`src/rtl/dmem_bus_pkg.sv`:
```
// rtl/dmem_bus_pkg.sv - shared constants for the data-memory bus and its arbiter
// Purpose : bus widths, requester port ids and the default burst limit used by
//           dmem_arbiter and dmem_rr_picker.
// Ports   : none (package).
package dmem_bus_pkg;
  localparam int DMEM_AW        = 32;
  localparam int DMEM_DW        = 32;
  localparam int DMEM_MAX_BURST = 4;

  localparam logic PORT_CORE = 1'b0;
  localparam logic PORT_DBG  = 1'b1;

  // Burst counter; wide enough for MAX_BURST up to 15.
  typedef logic [3:0] burst_cnt_t;
endpackage

```
`src/rtl/dmem_rr_picker.sv`:
```
// rtl/dmem_rr_picker.sv - two-way round-robin picker with bounded burst hold
// Purpose : picks which of two requesters owns the memory port this cycle.
//           Contention alternates round-robin. A port that was already streaming
//           when its rival arrived may keep the port for up to MAX_BURST more
//           grants before it must hand over.
// Ports   : clk, rst (async, active-high)
//           req0/req1 in  : requests from port 0 / port 1
//           gnt0/gnt1 out : combinational grants, at most one high, both low in reset
module dmem_rr_picker
  import dmem_bus_pkg::*;
#(
  parameter int MAX_BURST = DMEM_MAX_BURST
) (
  input  logic clk,
  input  logic rst,
  input  logic req0,
  input  logic req1,
  output logic gnt0,
  output logic gnt1
);

  logic       last_owner, last_owner_n;
  burst_cnt_t burst_cnt, burst_cnt_n;
  // Set when the last grant was uncontended or a held burst grant: only then
  // may the owner keep the port against a waiting rival.
  logic       keep_ok, keep_ok_n;

  logic both, any, keep, winner;

  always_comb begin
    both   = req0 & req1;
    any    = (req0 | req1) & ~rst;
    keep   = both & keep_ok & (burst_cnt < burst_cnt_t'(MAX_BURST));
    winner = req1;
    if (both) begin
      winner = keep ? last_owner : ~last_owner;
    end
    gnt0 = any & ~winner;
    gnt1 = any & winner;

    last_owner_n = last_owner;
    burst_cnt_n  = '0;
    keep_ok_n    = 1'b0;
    if (any) begin
      last_owner_n = winner;
      if (!both) begin
        burst_cnt_n = '0;
        keep_ok_n   = 1'b1;
      end else if (winner == last_owner) begin
        burst_cnt_n = (burst_cnt == burst_cnt_t'(MAX_BURST)) ? burst_cnt
                                                              : burst_cnt + burst_cnt_t'(1);
        keep_ok_n   = 1'b1;
      end else begin
        burst_cnt_n = burst_cnt_t'(1);
        keep_ok_n   = 1'b0;
      end
    end
  end

  always_ff @(posedge clk or posedge rst) begin
    if (rst) begin
      last_owner <= PORT_DBG;
      burst_cnt  <= '0;
      keep_ok    <= 1'b0;
    end else begin
      last_owner <= last_owner_n;
      burst_cnt  <= burst_cnt_n;
      keep_ok    <= keep_ok_n;
    end
  end

endmodule

```
`src/rtl/dmem_arbiter.sv`:
```
// rtl/dmem_arbiter.sv - shares one data-memory port between core LSU and debug master
// Purpose : arbitrates port 0 (core) and port 1 (debug/loader), drives the memory
//           port from the granted requester and routes the one-cycle read response
//           back to the port that issued it.
// Ports   : clk, rst (async, active-high)
//           mX_req/we/addr/wdata/be in : request, held until mX_gnt
//           mX_gnt out                 : request accepted this cycle (combinational)
//           mX_rvalid/mX_rdata out     : read response, cycle after a granted read
//           mem_en/we/addr/wdata/be out, mem_rdata in : memory port
//           stat_m0_grants/stat_m1_grants/stat_conflicts out : only with DMEM_ARB_STATS_EN
// Config  : DMEM_ARB_STATS_EN adds saturating grant and conflict counters.
module dmem_arbiter
  import dmem_bus_pkg::*;
#(
  parameter int AW        = DMEM_AW,
  parameter int DW        = DMEM_DW,
  parameter int MAX_BURST = DMEM_MAX_BURST
) (
  input  logic            clk,
  input  logic            rst,
  input  logic            m0_req,
  input  logic            m0_we,
  input  logic [AW-1:0]   m0_addr,
  input  logic [DW-1:0]   m0_wdata,
  input  logic [DW/8-1:0] m0_be,
  output logic            m0_gnt,
  output logic            m0_rvalid,
  output logic [DW-1:0]   m0_rdata,
  input  logic            m1_req,
  input  logic            m1_we,
  input  logic [AW-1:0]   m1_addr,
  input  logic [DW-1:0]   m1_wdata,
  input  logic [DW/8-1:0] m1_be,
  output logic            m1_gnt,
  output logic            m1_rvalid,
  output logic [DW-1:0]   m1_rdata,
  output logic            mem_en,
  output logic            mem_we,
  output logic [AW-1:0]   mem_addr,
  output logic [DW-1:0]   mem_wdata,
  output logic [DW/8-1:0] mem_be,
  input  logic [DW-1:0]   mem_rdata
`ifdef DMEM_ARB_STATS_EN
  ,
  output logic [31:0]     stat_m0_grants,
  output logic [31:0]     stat_m1_grants,
  output logic [31:0]     stat_conflicts
`endif
);

  logic [AW-1:0] addr_hold;
  logic [DW-1:0] wdata_hold;
  logic          rsp_valid;
  logic          rsp_owner;

  dmem_rr_picker #(.MAX_BURST(MAX_BURST)) u_picker (
    .clk  (clk),
    .rst  (rst),
    .req0 (m0_req),
    .req1 (m1_req),
    .gnt0 (m0_gnt),
    .gnt1 (m1_gnt)
  );

  // Address and write data hold the last granted values when idle so the
  // memory bus does not toggle needlessly.
  always_comb begin
    mem_en    = m0_gnt | m1_gnt;
    mem_we    = 1'b0;
    mem_be    = '0;
    mem_addr  = addr_hold;
    mem_wdata = wdata_hold;
    if (m0_gnt) begin
      mem_we    = m0_we;
      mem_be    = m0_be;
      mem_addr  = m0_addr;
      mem_wdata = m0_wdata;
    end else if (m1_gnt) begin
      mem_we    = m1_we;
      mem_be    = m1_be;
      mem_addr  = m1_addr;
      mem_wdata = m1_wdata;
    end
  end

  always_ff @(posedge clk or posedge rst) begin
    if (rst) begin
      addr_hold  <= '0;
      wdata_hold <= '0;
      rsp_valid  <= 1'b0;
      rsp_owner  <= PORT_CORE;
    end else begin
      if (mem_en) begin
        addr_hold  <= mem_addr;
        wdata_hold <= mem_wdata;
      end
      rsp_valid <= mem_en & ~mem_we;
      if (mem_en & ~mem_we) begin
        rsp_owner <= m1_gnt;
      end
    end
  end

  always_comb begin
    m0_rvalid = rsp_valid & (rsp_owner == PORT_CORE);
    m1_rvalid = rsp_valid & (rsp_owner == PORT_DBG);
    m0_rdata  = m0_rvalid ? mem_rdata : '0;
    m1_rdata  = m1_rvalid ? mem_rdata : '0;
  end

`ifdef DMEM_ARB_STATS_EN
  always_ff @(posedge clk or posedge rst) begin
    if (rst) begin
      stat_m0_grants <= '0;
      stat_m1_grants <= '0;
      stat_conflicts <= '0;
    end else begin
      if (m0_gnt && stat_m0_grants != '1) stat_m0_grants <= stat_m0_grants + 32'd1;
      if (m1_gnt && stat_m1_grants != '1) stat_m1_grants <= stat_m1_grants + 32'd1;
      if (m0_req && m1_req && stat_conflicts != '1) stat_conflicts <= stat_conflicts + 32'd1;
    end
  end
`endif

endmodule

```
`config.mk`:
```
export PLATFORM = sky130hd
export DESIGN_NAME = dmem_arbiter
export DESIGN_NICKNAME = d
export VERILOG_FILES = /design/src/rtl/dmem_bus_pkg.sv /design/src/rtl/dmem_rr_picker.sv /design/src/rtl/dmem_arbiter.sv
export SDC_FILE = /design/constraint.sdc
export NUM_CORES = 1
export LEC_CHECK = 0
export ABC_AREA = 0
export BUFFER_PORTS_ARGS = -buffer_cell sky130_fd_sc_hd__buf_4
export CAP_MARGIN = 0
export CORE_MARGIN = 2
export CORE_UTILIZATION = 30
export CTS_BUF_LIST = sky130_fd_sc_hd__clkbuf_2 sky130_fd_sc_hd__clkbuf_4 sky130_fd_sc_hd__clkbuf_8
export DETAILED_ROUTE_END_ITERATION = 12
export PLACE_DENSITY = 0.59
export SYNTH_ARGS = -nofsm -noshare
export SYNTH_HDL_FRONTEND = slang
export SYNTH_SLANG_ARGS = --single-unit
```
`constraint.sdc`:
```
create_clock -name clk -period 4.2 [get_ports clk]
set_clock_uncertainty 0.15 [all_clocks]
set_input_delay 0.21 -clock clk [delete_from_list [all_inputs] [get_ports clk]]
set_output_delay 0.21 -clock clk [all_outputs]
set_load 0.005 [all_outputs]
```
==> metrics <==
met2 usage=42.9%; Skew-Pair Late Insertion Delay=0.34 ns; Post-DP HPWL=13700 um; status=finished, final reports clean; area of the core=0.0151 mm2; H-tree level count=3; YS warnings=0; mapped cell area=0.00461 mm2; Least-Margin Pin Slew=1.12 ns; via count=5702; Layout Nets=1028; vias per cell=5.46; CTS tree=yes; CTS max path bufs=2; IO buf count=311; Area after DPL=0.00707 mm2; Layout area overhead=79.5%; # clock sinks=72; cts hold-fix bufs=101; Max-slew headroom=25.4%; crit-path max FO=39; Commonest cells post-synth=a221o_1, dfrtp_1, and2_1; Peak Freq=297 MHz; share of cells above drive strength 1=40.3%; fin crit share=80.1%; EDFF count, synth=0; GR Layer Usage met1=25.4%; WP data required=3.84 ns; GRT Residual Overflow=0; I/O pin total=312; Final setup viols=0; post-CTS sizing=0; Cell variety after synth=32; Clock transition at path regs=0.07 ns; routability-driven placement congestion ratio=0.910; WHS=0.0382 ns; drt total wl=19600 um; die height=128 um; cell count after synthesis=471; GRT Overall Usage=22.9%; wire length per cell=18.8 um; gr busiest metal=met2; initial antenna violation count=0; startpoint types=primary input; ys async rst share=100%; largest net degree at the start of global routing=79; die width=128 um; Avg Cell Area, Syn=9.79 um2; Synth top area share=38.5%; most frequent cell after synthesis=a221o_1; WS Path Type=in2out; # rows=45; PD cells=293 mW/mm2; first-pass GRT wire length=29600 um; Yosys reg bits=72; met3 global-route usage=3.76%; number of global-route vias before repair=5738; Seq/Total Area, Yosys=39.1%; TNS Setup=0 ns; cell taking the most area after synthesis=dfrtp_1; cts bufs inserted=9; setup bufs post-CTS=0; post-route cell area=0.00828 mm2; syn_nets=647; final antenna-violating net count=0; RSZ-0062 raised after global routing=false; n_diodes=0; initial drt markers=368; largest cells by area after synthesis=dfrtp_1, a221o_1, and2_1, a22oi_1, and3_1; Residual DRC=0; leak pwr=4.12 nW; Max Cap Violations=0; Final Hold Fails=0; Period minus WS final=3.36 ns; root buffer cell=clkbuf_8; starting density of the core=30.6%; class of the worst hold path=in2reg; Data arrival, critical path=3.00 ns; drt pass-1 iters=6; utilization after layout=54.9%; predominant post-synthesis flop cell=dfrtp_1; Max IR drop VDD=130 uV; endpoint class of the critical path=output port; max-slew violations=0; full die area=0.0164 mm2
logic make-up (layout without fill, tap and decap cells):
group | count (synthesis) | in the layout | share of synthesized area [%]
flops | 72 | 72 | 39.1
buf+inv | 62 | 447 | 5.48
compound gates | 172 | 172 | 34.8
simple gates | 159 | 159 | 19.3
fa+ha+maj | 2 | 2 | 0.543
xor+xnor | 1 | 1 | 0.190
other cells | 1 | 1 | 0.0813
mux | 2 | 2 | 0.516
worst paths after layout:
kind	end	start	depth (start not counted)	slack (ns)
min in group asynchronous	wdata_hold[25]	rst	3	0.31
min reg2reg	u_picker.burst_cnt[0]	u_picker.burst_cnt[0]	1	0.33
max in group asynchronous	addr_hold[3]	rst	4	2.57
max reg2reg	addr_hold[25]	u_picker.burst_cnt[2]	6	1.01
min	rsp_valid	m1_we	3	0.04
max	mem_addr[18]	rst	8	0.84
state kept, by name, summed over array words and instances, names as in the netlist:
signal and cells:
rsp_owner 1, addr_hold 32, u_picker.last_owner 1, wdata_hold 32, u_picker.burst_cnt 4, rsp_valid 1
u_picker.keep_ok 1
cell usage in the layout (no fill, tap or decap), drive strengths merged, types with 2 or more instances in the layout:
cell type and n:
dfrtp 71, o21ai 3, and3 32, nor2b 2
o22a 4, clkinv 3, a21oi 2, nor2 36
mux2i 2, inv 10, and2 66, dlygate4sd3 101
a22oi 32, ha 2, nor3 2, buf 321
a221o 128, clkbuf 10, nand2b 2, nand2 14
nor3b 2
critical path: stages:
cell	delay, ns
dlygate4sd3_1	0.54
buf_4	0.14
clkinv_2	0.36
nand2_1	0.22
nor2_4	0.72
buf_4	0.44
a221o_1	0.22
buf_4	0.12
power breakdown:
| group | switching [mW] | internal [mW] |
|---|---|---|
| Clock | 0.263 | 0.287 |
| Combinational | 0.388 | 0.603 |
| Sequential | 0.0805 | 0.802 |
routing by layer:
layer  share of wire (%)  wire length [um]
met1                  38              7390
met2                  53             10300
met3                 5.9              1160
met4                 3.8               745
met5                   0                 0
area by class of cell:
| cell class | instances | area (um2) |
|---|---|---|
| Clock inverter | 5 | 56.3 |
| Multi-Input combinational cell | 337 | 2590 |
| Sequential cell | 72 | 1800 |
| Clock buffer | 10 | 138 |
| Fill cell | 1401 | 6810 |
| Inverter | 10 | 38.8 |
| Timing Repair Buffer | 422 | 3420 |
| Tap cell | 188 | 235 |
per-stage QoR:
step                      total power [mW]  instances  setup slack (ns)
after global placement                1.74        928              1.38
final                                 2.42       1044             0.837
after global routing                  2.57       1044             0.566
after detailed placement              1.75        928              1.33
after CTS                             2.44       1044             0.856
after floorplan                       1.29        471             0.934
Note: power is estimated with default switching activity, not from simulation.
